### src/rtl/hazard_pkg.sv
// ---------------------------------------------------------------------------
// hazard_pkg
// Shared definitions for the pipeline hazard controller: MIPS opcode and
// funct constants, forwarding-select codes, the decoded-instruction record
// produced by ins_decode, and the small register-compare helpers used by
// the top level.
// ---------------------------------------------------------------------------
package hazard_pkg;

  // Primary opcodes (instruction bits 31:26)
  localparam logic [5:0] OP_RTYPE  = 6'h00;
  localparam logic [5:0] OP_REGIMM = 6'h01;
  localparam logic [5:0] OP_J      = 6'h02;
  localparam logic [5:0] OP_JAL    = 6'h03;
  localparam logic [5:0] OP_BEQ    = 6'h04;
  localparam logic [5:0] OP_BNE    = 6'h05;
  localparam logic [5:0] OP_BLEZ   = 6'h06;
  localparam logic [5:0] OP_BGTZ   = 6'h07;
  localparam logic [5:0] OP_ADDI   = 6'h08;
  localparam logic [5:0] OP_ADDIU  = 6'h09;
  localparam logic [5:0] OP_SLTI   = 6'h0A;
  localparam logic [5:0] OP_SLTIU  = 6'h0B;
  localparam logic [5:0] OP_ANDI   = 6'h0C;
  localparam logic [5:0] OP_ORI    = 6'h0D;
  localparam logic [5:0] OP_XORI   = 6'h0E;
  localparam logic [5:0] OP_LUI    = 6'h0F;
  localparam logic [5:0] OP_LB     = 6'h20;
  localparam logic [5:0] OP_LH     = 6'h21;
  localparam logic [5:0] OP_LW     = 6'h23;
  localparam logic [5:0] OP_LBU    = 6'h24;
  localparam logic [5:0] OP_LHU    = 6'h25;
  localparam logic [5:0] OP_SB     = 6'h28;
  localparam logic [5:0] OP_SH     = 6'h29;
  localparam logic [5:0] OP_SW     = 6'h2B;

  // R-type funct codes (instruction bits 5:0)
  localparam logic [5:0] FN_SLL   = 6'h00;
  localparam logic [5:0] FN_SRL   = 6'h02;
  localparam logic [5:0] FN_SRA   = 6'h03;
  localparam logic [5:0] FN_SLLV  = 6'h04;
  localparam logic [5:0] FN_SRLV  = 6'h06;
  localparam logic [5:0] FN_SRAV  = 6'h07;
  localparam logic [5:0] FN_JR    = 6'h08;
  localparam logic [5:0] FN_JALR  = 6'h09;
  localparam logic [5:0] FN_MFHI  = 6'h10;
  localparam logic [5:0] FN_MTHI  = 6'h11;
  localparam logic [5:0] FN_MFLO  = 6'h12;
  localparam logic [5:0] FN_MTLO  = 6'h13;
  localparam logic [5:0] FN_MULT  = 6'h18;
  localparam logic [5:0] FN_MULTU = 6'h19;
  localparam logic [5:0] FN_DIV   = 6'h1A;
  localparam logic [5:0] FN_DIVU  = 6'h1B;
  localparam logic [5:0] FN_ADD   = 6'h20;
  localparam logic [5:0] FN_ADDU  = 6'h21;
  localparam logic [5:0] FN_SUB   = 6'h22;
  localparam logic [5:0] FN_SUBU  = 6'h23;
  localparam logic [5:0] FN_AND   = 6'h24;
  localparam logic [5:0] FN_OR    = 6'h25;
  localparam logic [5:0] FN_XOR   = 6'h26;
  localparam logic [5:0] FN_NOR   = 6'h27;
  localparam logic [5:0] FN_SLT   = 6'h2A;
  localparam logic [5:0] FN_SLTU  = 6'h2B;

  // REGIMM rt field selectors we care about
  localparam logic [4:0] RI_BLTZ = 5'h00;
  localparam logic [4:0] RI_BGEZ = 5'h01;

  // Link register written by jal
  localparam logic [4:0] REG_RA = 5'd31;

  // Forwarding mux selects
  localparam logic [1:0] FWD_RF = 2'd0;
  localparam logic [1:0] FWD_M  = 2'd1;
  localparam logic [1:0] FWD_W  = 2'd2;

  // Everything the hazard logic needs to know about one pipeline stage
  typedef struct packed {
    logic [4:0] rs;
    logic [4:0] rt;
    logic [4:0] dst;
    logic       rs_use;
    logic       rt_use;
    logic       is_load;
    logic       is_mult;
    logic       is_div;
    logic       is_md;
    logic       is_hilo;
    logic       is_br;
  } dec_t;

  // $0 is hard-wired, so a read of it never depends on any producer
  function automatic logic src_match(input logic [4:0] src,
                                     input logic       use_bit,
                                     input logic [4:0] dst);
    return (src != 5'd0) && use_bit && (src == dst);
  endfunction

  // A load in M has no data yet, so only a non-load M result may be bypassed;
  // M is checked first because it holds the younger value
  function automatic logic [1:0] fwd_sel(input logic [4:0] src,
                                         input logic       use_bit,
                                         input logic [4:0] m_dst,
                                         input logic       m_is_load,
                                         input logic [4:0] w_dst);
    if (src_match(src, use_bit, m_dst) && !m_is_load) begin
      return FWD_M;
    end else if (src_match(src, use_bit, w_dst)) begin
      return FWD_W;
    end
    return FWD_RF;
  endfunction

endpackage

### src/rtl/ins_decode.sv
// ---------------------------------------------------------------------------
// ins_decode
// Turns one 32-bit MIPS instruction word into the hazard-relevant summary:
// which source registers are read, which register is written, and the
// load / mult-div / HI-LO / branch classification.
//
// Ports
//   ins_i  in  32   instruction word (all-zero word is a bubble)
//   dec_o  out dec_t  decoded summary
// ---------------------------------------------------------------------------
module ins_decode
  import hazard_pkg::*;
(
  input  logic [31:0] ins_i,
  output dec_t        dec_o
);

  logic [5:0] op;
  logic [5:0] funct;
  logic [4:0] rs;
  logic [4:0] rt;
  logic [4:0] rd;

  assign op    = ins_i[31:26];
  assign rs    = ins_i[25:21];
  assign rt    = ins_i[20:16];
  assign rd    = ins_i[15:11];
  assign funct = ins_i[5:0];

  // Classify the word. The all-zero word is architecturally sll $0,$0,0 but is
  // treated as a pure bubble so it never reads or writes anything.
  always_comb begin
    dec_o    = '0;
    dec_o.rs = rs;
    dec_o.rt = rt;
    if (ins_i != 32'h0) begin
      case (op)
        OP_RTYPE: begin
          case (funct)
            FN_SLL, FN_SRL, FN_SRA: begin
              // shift amount comes from the immediate field, only rt is read
              dec_o.rt_use = 1'b1;
              dec_o.dst    = rd;
            end
            FN_SLLV, FN_SRLV, FN_SRAV,
            FN_ADD, FN_ADDU, FN_SUB, FN_SUBU,
            FN_AND, FN_OR, FN_XOR, FN_NOR,
            FN_SLT, FN_SLTU: begin
              dec_o.rs_use = 1'b1;
              dec_o.rt_use = 1'b1;
              dec_o.dst    = rd;
            end
            FN_JR: begin
              dec_o.rs_use = 1'b1;
              dec_o.is_br  = 1'b1;
            end
            FN_JALR: begin
              dec_o.rs_use = 1'b1;
              dec_o.dst    = rd;
              dec_o.is_br  = 1'b1;
            end
            FN_MFHI, FN_MFLO: begin
              dec_o.dst     = rd;
              dec_o.is_hilo = 1'b1;
            end
            FN_MTHI, FN_MTLO: begin
              dec_o.rs_use  = 1'b1;
              dec_o.is_hilo = 1'b1;
            end
            FN_MULT, FN_MULTU: begin
              dec_o.rs_use  = 1'b1;
              dec_o.rt_use  = 1'b1;
              dec_o.is_mult = 1'b1;
              dec_o.is_md   = 1'b1;
              dec_o.is_hilo = 1'b1;
            end
            FN_DIV, FN_DIVU: begin
              dec_o.rs_use  = 1'b1;
              dec_o.rt_use  = 1'b1;
              dec_o.is_div  = 1'b1;
              dec_o.is_md   = 1'b1;
              dec_o.is_hilo = 1'b1;
            end
            default: ;
          endcase
        end
        OP_REGIMM: begin
          if ((rt == RI_BLTZ) || (rt == RI_BGEZ)) begin
            dec_o.rs_use = 1'b1;
            dec_o.is_br  = 1'b1;
          end
        end
        OP_JAL: begin
          dec_o.dst = REG_RA;
        end
        OP_BEQ, OP_BNE: begin
          dec_o.rs_use = 1'b1;
          dec_o.rt_use = 1'b1;
          dec_o.is_br  = 1'b1;
        end
        OP_BLEZ, OP_BGTZ: begin
          dec_o.rs_use = 1'b1;
          dec_o.is_br  = 1'b1;
        end
        OP_ADDI, OP_ADDIU, OP_SLTI, OP_SLTIU,
        OP_ANDI, OP_ORI, OP_XORI: begin
          dec_o.rs_use = 1'b1;
          dec_o.dst    = rt;
        end
        OP_LUI: begin
          dec_o.dst = rt;
        end
        OP_LB, OP_LH, OP_LW, OP_LBU, OP_LHU: begin
          dec_o.rs_use  = 1'b1;
          dec_o.dst     = rt;
          dec_o.is_load = 1'b1;
        end
        OP_SB, OP_SH, OP_SW: begin
          // stores read the base (rs) and the data (rt) but write no register
          dec_o.rs_use = 1'b1;
          dec_o.rt_use = 1'b1;
        end
        default: ;
      endcase
    end
  end

endmodule

### src/rtl/hazard_unit.sv
// ---------------------------------------------------------------------------
// hazard_unit
// Hazard controller for the five-stage MIPS pipeline. Decodes the D/E/M/W
// instruction words, picks bypass sources for the D-stage compare operands
// and the E-stage ALU operands, and raises a single stall for load-use,
// branch-dependency and HI/LO-busy hazards. Tracks outstanding mult/div
// latency and counts stalled cycles.
//
// Parameters
//   MULT_LAT  cycles HI/LO stays busy after mult/multu leaves E (>= 1)
//   DIV_LAT   cycles HI/LO stays busy after div/divu leaves E (>= 1)
//   CNT_W     width of the saturating stall-cycle counter
//
// Ports
//   clk                      in   rising-edge clock
//   reset                    in   asynchronous, active-high
//   ins_D/E/M/W              in   32-bit instruction word per stage, 0 = bubble
//   ForwardAD, ForwardBD     out  D-stage rs/rt source (0 RF, 1 M, 2 W)
//   ForwardAE, ForwardBE     out  E-stage rs/rt source (0 RF, 1 M, 2 W)
//   stall                    out  freeze PC and F/D, bubble into E
//   md_busy                  out  HI/LO result still pending
//   stall_cnt                out  stalled cycles since reset, saturating
// ---------------------------------------------------------------------------
module hazard_unit
  import hazard_pkg::*;
#(
  parameter int MULT_LAT = 5,
  parameter int DIV_LAT  = 10,
  parameter int CNT_W    = 32
) (
  input  logic             clk,
  input  logic             reset,
  input  logic [31:0]      ins_D,
  input  logic [31:0]      ins_E,
  input  logic [31:0]      ins_M,
  input  logic [31:0]      ins_W,
  output logic [1:0]       ForwardAD,
  output logic [1:0]       ForwardBD,
  output logic [1:0]       ForwardAE,
  output logic [1:0]       ForwardBE,
  output logic             stall,
  output logic             md_busy,
  output logic [CNT_W-1:0] stall_cnt
);

  // The busy counter only has to hold the longer of the two latencies
  localparam int MD_MAX = (MULT_LAT > DIV_LAT) ? MULT_LAT : DIV_LAT;
  localparam int MD_W   = $clog2(MD_MAX + 1);

  dec_t decD;
  dec_t decE;
  dec_t decM;
  dec_t decW;

  logic [MD_W-1:0]  md_cnt_q;
  logic [MD_W-1:0]  md_cnt_d;
  logic [CNT_W-1:0] stall_cnt_q;
  logic [CNT_W-1:0] stall_cnt_d;

  logic dUsesE;
  logic dUsesM;
  logic loadUse;
  logic branchDep;
  logic hiloWait;

  // Not every stage needs every decoded field; folding them together keeps
  // the unused ones from looking like dangling logic
  logic unused_dec;
  assign unused_dec = ^{decD, decE, decM, decW};

  ins_decode u_dec_d (.ins_i(ins_D), .dec_o(decD));
  ins_decode u_dec_e (.ins_i(ins_E), .dec_o(decE));
  ins_decode u_dec_m (.ins_i(ins_M), .dec_o(decM));
  ins_decode u_dec_w (.ins_i(ins_W), .dec_o(decW));

  // Bypass selects. They are computed even while stalled; the datapath simply
  // ignores them in that case.
  assign ForwardAD = fwd_sel(decD.rs, decD.rs_use, decM.dst, decM.is_load, decW.dst);
  assign ForwardBD = fwd_sel(decD.rt, decD.rt_use, decM.dst, decM.is_load, decW.dst);
  assign ForwardAE = fwd_sel(decE.rs, decE.rs_use, decM.dst, decM.is_load, decW.dst);
  assign ForwardBE = fwd_sel(decE.rt, decE.rt_use, decM.dst, decM.is_load, decW.dst);

  // Stall sources. A branch resolves in D, so it must wait for any producer
  // still in E and for a load still in M; ordinary ALU consumers only have
  // to wait for a load sitting in E. Anything touching HI/LO waits until the
  // mult/div unit is idle, including the cycle the md op itself is in E.
  always_comb begin
    dUsesE    = src_match(decD.rs, decD.rs_use, decE.dst) ||
                src_match(decD.rt, decD.rt_use, decE.dst);
    dUsesM    = src_match(decD.rs, decD.rs_use, decM.dst) ||
                src_match(decD.rt, decD.rt_use, decM.dst);
    loadUse   = decE.is_load && dUsesE;
    branchDep = decD.is_br && (dUsesE || (decM.is_load && dUsesM));
    hiloWait  = decD.is_hilo && (md_busy || decE.is_md);
    stall     = loadUse || branchDep || hiloWait;
  end

  // HI/LO busy counter. A new md op in E always reloads, even if a previous
  // one is still counting down.
  always_comb begin
    md_cnt_d = md_cnt_q;
    if (decE.is_mult) begin
      md_cnt_d = MD_W'(MULT_LAT);
    end else if (decE.is_div) begin
      md_cnt_d = MD_W'(DIV_LAT);
    end else if (md_cnt_q != '0) begin
      md_cnt_d = md_cnt_q - MD_W'(1);
    end
  end

  // Stall-cycle counter sticks at all-ones instead of wrapping
  always_comb begin
    stall_cnt_d = stall_cnt_q;
    if (stall && (stall_cnt_q != '1)) begin
      stall_cnt_d = stall_cnt_q + CNT_W'(1);
    end
  end

  // State registers
  always_ff @(posedge clk or posedge reset) begin
    if (reset) begin
      md_cnt_q    <= '0;
      stall_cnt_q <= '0;
    end else begin
      md_cnt_q    <= md_cnt_d;
      stall_cnt_q <= stall_cnt_d;
    end
  end

  assign md_busy   = (md_cnt_q != '0);
  assign stall_cnt = stall_cnt_q;

endmodule

### config.mk
export PLATFORM = sky130hd
export DESIGN_NAME = hazard_unit
export DESIGN_NICKNAME = d
export VERILOG_FILES = /design/src/rtl/hazard_pkg.sv /design/src/rtl/ins_decode.sv /design/src/rtl/hazard_unit.sv
export SDC_FILE = /design/constraint.sdc
export NUM_CORES = 1
export LEC_CHECK = 0
export ABC_AREA = 1
export BUFFER_PORTS_ARGS = -buffer_cell sky130_fd_sc_hd__buf_2
export CORE_ASPECT_RATIO = 2
export CORE_MARGIN = 2
export CORE_UTILIZATION = 30
export DETAILED_ROUTE_END_ITERATION = 7
export PLACE_DENSITY = 0.55
export SYNTH_ARGS = -nofsm -noshare
export SYNTH_HDL_FRONTEND = slang
export SYNTH_HIERARCHICAL = 1
export SYNTH_SLANG_ARGS = --single-unit
### constraint.sdc
create_clock -name clk -period 2.15 [get_ports clk]
set_input_delay 0.215 -clock clk [delete_from_list [all_inputs] [get_ports clk]]
set_output_delay 0.215 -clock clk [all_outputs]
set_load 0.01 [all_outputs]
; Yosys cells after proc, flatten, opt, wreduce, memory -nomap -nowiden
; Cells that the tools add are included.
[word_totals]
reg_bits = 36
inputBits = 130
out_inout_bits = 42
[classes]
add_sub_neg = 2
n_eq_ne = 201
muxes = 85
reduce_logical = 106
[op_table]
columns = cell, n
row1 = $eq 6x6->1 const B, 72
row2 = $eq 6x4->1 const B, 39
row3 = $eq 6x5->1 const B, 32
row4 = $eq 6x3->1 const B, 28
row5 = $reduce_or 19->1, 7
row6 = $reduce_bool 32->1, 4
row7 = $reduce_or 21->1, 4
row8 = $reduce_or 20->1, 4
row9 = $eq 6x2->1 const B, 11
row10 = $eq 5x5->1, 10
row11 = $logic_not 6->1, 8
row12 = $pmux 5 s3, 3
row13 = $mux 1, 44
row14 = $reduce_or 5->1, 8
row15 = $mux 13, 3
row16 = $reduce_or 13->1, 3
row17 = $add 32x1->32 const B, 1
row18 = $ne 32x32->1 const B, 1
row19 = $reduce_or 4->1, 8
row20 = $reduce_or 8->1, 4
row21 = $mux 4, 7
row22 = $eq 6x1->1 const B, 4
row23 = $mux 2, 12
row24 = $pmux 1 s3, 8
row25 = 13 further kinds, 69

; Logic depth before layout (Yosys ltp)
; Gate-level depths: netlist of the first run.
[logic_depth]
word_depth = 14
ltp_mapped = 21
depth_no_buf = 20

; By module
; Netlist of the first run, hierarchy kept.
[modules_own_cells]
columns = module, instances, cells_per_inst, area_each_um2
row1 = hazard_unit, 1, 460, 3135.5
row2 = ins_decode, 4, 163, 757.0

; Least setup slack after synthesis of the first run
; OpenSTA, ideal clock, no wires.
[synth_timing]
path_type = input -> register
startpoint = input port ins_M[4]
endpoint = register stall_cnt_q[21] (netlist: stall_cnt[21])
setup_time_ps = 117
arrival_time_ps = 1981
slack_ps = 52
cell_stages = 18
path_cell_list = nor2_1 nand4_1 and2_1 nand2_2 o21bai_1 nand2_1 clkbuf_2 xnor2_1 nand2_1 nor2_1 nand3_1 nand2_1 nand2_1 nand3_4 buf_2 nand2_1 nand2_1 nand2_1
[synth_lines]
columns = item, line
row1 = "start, declared", hazard_unit.sv:35  ; input logic [31:0] ins_M,
row2 = "end signal, assigned", hazard_unit.sv:126  ; stall_cnt_q <= stall_cnt_d;
row3 = "end, declared", hazard_unit.sv:57  ; logic [CNT_W-1:0] stall_cnt_q;

==> flow_metrics.tcl, run 1 <==
set metrics [dict create \
    power_w 0.002430 \
    viasPerCell 4.717 \
    crit_arrival_ps 1970 \
    critPathBufInv 6 \
    initial_utilization_pct 30.42 \
    fin_util_pct 45.90 \
    hp-class "in2async" \
    synthCells 907 \
    vias 6278 \
    grt_max_degree 37 \
    seq_area_sq_um 900.9 \
    overflow 0 \
    ant_nets 0 \
    rows 68 \
    comb_power_share_pct 41.1 \
    wl_per_cell_microns 12.82 \
    powerDensity_mw_per_mm2 309.7 \
    status "complete, but fails checks" \
    p_switching_w 0.0008295 \
    drc_errors 0 \
    grt_usage_pct 16.66 \
    worst-path-stages 17 \
    swShare_pct 34.13 \
    synth_warnings 6 \
    seqPwrFrac_pct 31.0 \
    io_buffers 151 \
    grt_pass1_vias 5811 \
    relSlewSlack_pct 65.15 \
    finClkSkew_ps 1.773 \
    finalWirelength_microns 17070 \
    cpLargestDelayFamily "simple AND/OR/NAND/NOR gates" \
    crit_top_cell "buf_6" \
    worstRegToRegCells 11 \
    use_met3_pct 2.163 \
    slew_viol_final 0 \
    die_w_microns 97.12 \
    cp-start-kind "input pin" \
    hold_viol 0 \
    dp_hpwl_microns 12630 \
    coreArea_sq_mm 0.01710 \
    avgSynthCellArea_sq_um 5.736 \
    clockPowerShare_pct 28.0 \
    post_dp_cell_area_sq_mm 0.006509 \
    io_pins 172 \
    crit_required_ps 1930 \
    multi_input_area_sq_mm 0.004303 \
    antenna_found_initial 0 \
    root_buffer "clkbuf_16" \
    p_leak_nw 4.174 \
    antenna_cells 0 \
    slowest_delay_ps 270 \
    fmax_ghz 0.4583 \
    nNetsFinal 1253 \
    violations "setup timing" \
    ctsHoldBuffers 0 \
    cp_slowest_cell "nor4_2" \
    cts_made_buffers 5 \
    grt_pass1_wl_microns 26390 \
    setup_viol 1 \
    dr.pass1.iters 7 \
    gr-usage-met2_pct 28.50 \
    layout_min_cycle_time_ps 2182 \
    setup_ws_ps -32.18 \
    crit_fanout 5 \
    crit_type "in2out" \
    path_cells "buf_6 -> inv_4 -> nor2_4 -> nand3_2 -> nand2_2 -> nor2_4 -> nand2_4 -> o21ai_2 -> nand2_2 -> buf_6 -> inv_4 -> or2_2 -> nand4_1 -> nor4_2 -> o21ai_1 -> inv_1 -> buf_6" \
    cap_viol_max_count 0 \
    die-height_microns 190.2 \
    clockBufferDepth 2 \
    worstSkewPairLatency_ps 280 \
    tightestPinTransition_ps 522.8 \
    gp_congestion 0.8695 \
    grt_util_met1_pct 22.84 \
    fill_cells 1829 \
    final.setup.tns_ps -32.18 \
    drive_gt1_share_pct 37.73 \
    synth_area_sq_mm 0.005202 \
    stdcell_area_sq_mm 0.007849 \
    drt-initial-drc-count 265 \
    synth_nets 1039 \
    numClockSinks 36 \
    finalCritPeriodShare_pct 101.5 \
    cts_tree "built" \
    rsz0062_at_grt "true" \
    cp-end-kind "primary output" \
    peakVddDrop_mv 0.2461 \
    clkTransAtPathRegs_ps 50 \
    grt-busiest-layer "met2" \
    internal_power_w 0.001601 \
    area_delta_synth_final_pct 50.87 \
    dieArea_sq_mm 0.01847 \
    htreeDepth 2 \
    dp_slack_ps -257.3 \
    rrSetupSlack_ps 150 \
]
layer usage:
layer	routed length, microns	part of all wire [%]	up-vias
li1	-	-	3255
met1	7807	46	2860
met2	8362	49	147
met3	723	4.2	16
met4	176	1.0	0
met5	0	0	-
cell usage in the layout (no fill, tap or decap), drive strengths merged:
cell and n:
a21oi 18, a31o 1, a31oi 1, and2 3, and3 3, buf 230
clkbuf 9, clkinv 4, dfrtp 36, ha 2, inv 125, nand2 293
nand3 93, nand3b 7, nand4 17, nor2 153, nor3 21, nor3b 1
nor4 3, o2111ai 2, o21ai 23, o21bai 7, o41ai 2, or2 4
xnor2 24, xor2 39
timing repair:
item                       in CTS  in global routing
pin swaps                      39                 89
cloned                          0                  6
gates resized for setup        70                225
setup endpoints to repair       9                 41
setup buffers                   6                  9
worst register-to-register path, cell delays in order, from the launching register on:
cell and delay (ps):
dfrtp_1 420, ha_1 250, nand2_2 90, nor2_4 150, nand3_4 130, nor2_4 140
nand4_4 120, nor2_8 140, inv_4 200, nand2_8 180, nand2_1 70, nand2_1 70
final timing paths:
path,startpoint,end
setup / recovery,ins_W[2],ForwardBD[1]
hold / removal,reset,stall_cnt[3]
setup reg to reg,stall_cnt[0],stall_cnt[19]
hold reg to reg,stall_cnt[31],stall_cnt[31]
max in group asynchronous,reset,stall_cnt[20]
min in group clk,stall_cnt[31],stall_cnt[31]
final cells by class:
type                            instances  share of cell area [%]
Inverter                              128                   6.982
Multi-Input combinational cell        717                   54.82
Timing Repair Buffer                  233                   21.66
Tap cell                              210                   3.348
Clock inverter                          1                 0.06377
Clock buffer                            6                   1.642
Sequential cell                        36                   11.48
state kept, by name (all words and copies together), names as in the netlist:
name	cells
stall_cnt	32
md_cnt_q	4
per-stage QoR:
step	std cells	hold slack, ps
2_1_floorplan	907	382.0
3_3_place_gp	1306	364.6
6_report	1331	50.15
5_1_grt	1331	97.72
3_5_place_dp	1306	357.5
4_1_cts	1319	65.62
power by group through the flow:
stage	clock network, W	logic (W)	registers, W
CTS	0.000704	0.000862	0.000752
global placement	0	0.000807	0.000763
finish	0.000680	0.000998	0.000752
floorplan	0	0.000514	0.000758
global route	0.000734	0.00112	0.000757
detailed placement	0	0.000820	0.000763
Note: power is estimated with default switching activity, not from simulation.
==> run 2, diff against run 1 <==
--- a/config.mk
+++ b/config.mk
@@ -7,8 +7,6 @@
 export LEC_CHECK = 0
 export ABC_AREA = 1
 export BUFFER_PORTS_ARGS = -buffer_cell sky130_fd_sc_hd__buf_2
-export CORE_ASPECT_RATIO = 2
-export CORE_MARGIN = 2
 export CORE_UTILIZATION = 30
 export DETAILED_ROUTE_END_ITERATION = 7
 export PLACE_DENSITY = 0.55
==> run 2 against run 1 <==
Effect of this change:
- the flow now finishes without violations
- wire length shrank 0.93%
- sequential power hardly changed
- flip-flop and latch count unchanged
- non-clock buffer count up 15
- cell count grew 2.0%
- critical path type unchanged
- critical endpoint unchanged
- largest cell class unchanged
- largest power group unchanged
==> flow_metrics.tcl, run 2 (synthesized netlist as in run 1, its figures left out) <==
set metrics [dict create \
    status "finished, final reports clean" \
    slew_viol_final 0 \
    root_buffer "clkbuf_16" \
    cp-end-kind "primary output" \
    clkTransAtPathRegs_ps 50 \
    ant_nets 0 \
    powerDensity_mw_per_mm2 310.9 \
    dp_slack_ps -301.6 \
    final_common_cell "nand2_1" \
    drt-initial-drc-count 321 \
    fmax_ghz 0.4667 \
    dr.pass1.iters 5 \
    io_buffers 151 \
    clockPowerShare_pct 29.0 \
    holdWs_ps 36.49 \
    crit_start "ins_W[4]" \
    wl_per_cell_microns 12.46 \
    p_switching_w 0.0008209 \
    layout_min_cycle_time_ps 2143 \
    comb_power_share_pct 40.7 \
    nNetsFinal 1268 \
    htreeDepth 2 \
    crit_type "in2out" \
    antenna_cells 0 \
    worstRegToRegCells 12 \
    cts_tree "built" \
    finalCritPeriodShare_pct 99.65 \
    cp-start-kind "input pin" \
    viasPerCell 4.586 \
    setup_viol 0 \
    setup_ws_ps 7.444 \
    crit_required_ps 1930 \
    rsz0062_at_grt "true" \
    tightestPinTransition_ps 553.3 \
    dp_hpwl_microns 12580 \
    r2r_start "stall_cnt[1]" \
    stdcell_area_sq_mm 0.007950 \
    path_cells "buf_4 -> nor2_4 -> nand2_1 -> nand2_1 -> nand2_2 -> nand3_4 -> o21bai_1 -> nand2_2 -> buf_6 -> inv_4 -> or2_2 -> nand4_1 -> nor4_2 -> o21ai_1 -> inv_1 -> buf_2" \
    hp-class "in2async" \
    coreArea_sq_mm 0.01676 \
    swShare_pct 33.22 \
    seqPwrFrac_pct 30.3 \
    overflow 0 \
    relSlewSlack_pct 63.11 \
    drc_errors 0 \
    post_dp_cell_area_sq_mm 0.006619 \
    drive_gt1_share_pct 39.58 \
    worstReg2RegEnd "stall_cnt[26]" \
    grt_usage_pct 17.28 \
    peakVddDrop_mv 0.2939 \
    io_pins 172 \
    grt_pass1_wl_microns 25650 \
    cp-endpoint "ForwardBD[1]" \
    ctsHoldBuffers 0 \
    dieArea_sq_mm 0.01787 \
    dp_cells 1329 \
    vias 6223 \
    layout_common_cells "219 x nand2_1, 130 x buf_2, 114 x nor2_1" \
    final-instance-count-excl-fill 1357 \
    cap_viol_max_count 0 \
    crit_fanout 5 \
    rrSetupSlack_ps 150 \
    area_delta_synth_final_pct 52.81 \
    slowest_delay_ps 270 \
    final.setup.tns_ps 0 \
    clockBufferDepth 2 \
    worstSkewPairLatency_ps 280 \
    antenna_found_initial 0 \
    cp_slowest_cell "or2_2" \
    finalWirelength_microns 16910 \
    finClkSkew_ps 3.658 \
    rows 47 \
    p_leak_nw 4.264 \
    gp_congestion 0.8962 \
    initial_utilization_pct 31.04 \
    die_w_microns 133.7 \
    numClockSinks 36 \
    grt_pass1_vias 5627 \
    internal_power_w 0.001651 \
    largest_register_ffs 32 \
    crit_arrival_ps 1930 \
    cts_made_buffers 5 \
    hold_viol 0 \
    grt_max_degree 37 \
    die-height_microns 133.7 \
]
[run 2: cell count changes in the layout (fill, tap and decap cells not counted), sizes merged]
| cell | previous run | this run |
|---|---|---|
| inv | 125 | 127 |
| clkinv | 4 | 1 |
| buf | 230 | 244 |
| clkbuf | 9 | 12 |
[run 2: how the worst min path moves through the flow]
| stage | depth (start not counted) | end |
|---|---|---|
| 2_1_floorplan | 1 | md_cnt_q[0] |
| 3_3_place_gp | 3 | stall_cnt[30] |
| 3_5_place_dp | 3 | stall_cnt[30] |
| 4_1_cts | 3 | stall_cnt[31] |
| 5_1_grt | 3 | stall_cnt[26] |
| 6_report | 3 | stall_cnt[26] |
[run 2: timing repair]
action,in CTS,in global routing
setup endpoints to repair,20,41
gates resized for setup,71,217
hold endpoints to repair,0,0
pin swaps,32,92
buffers inserted,6,10
cloned,0,8
[run 2: stage by stage]
stage	utilization (%)	power [W]
after global placement	39.49	0.001596
after global routing	47.44	0.002638
after detailed placement	39.49	0.001608
after CTS	41.61	0.002374
final	47.44	0.002471
after floorplan	-	0.001272
[run 2: worst max-delay path: cells and delay by family]
| kind | cells | cell delay [ps] |
|---|---|---|
| and+or+nand+nor | 9 | 1060 |
| buffers and inverters | 5 | 460 |
| AOI/OAI and AO/OA | 2 | 180 |
[run 2: power by group through the flow]
stage	sequential (W)	clock (W)	combinational, W
floorplan	0.000758	0	0.000514
global placement	0.000760	0	0.000836
detailed placement	0.000762	0	0.000846
CTS	0.000750	0.000734	0.000891
finish	0.000749	0.000716	0.00101
global route	0.000756	0.000766	0.00112
[run 2: area by class of cell]
type                    instances  area (sq um)
fillers                      1736          8810
clock buffers                   8         146.4
inverters                     128         528.0
well taps                     220         275.3
multi-input cells             717          4289
flip-flops and latches         36         900.9
repair buffers                248          1810
[run 2: metal layers]
metal	share of wire (%)	GRT usage, %	vias to the layer above
li1	-	-	3293
met1	46	22.56	2789
met2	50	30.27	124
met3	3.6	2.245	17
met4	1.2	3.472	0
met5	0	0	-
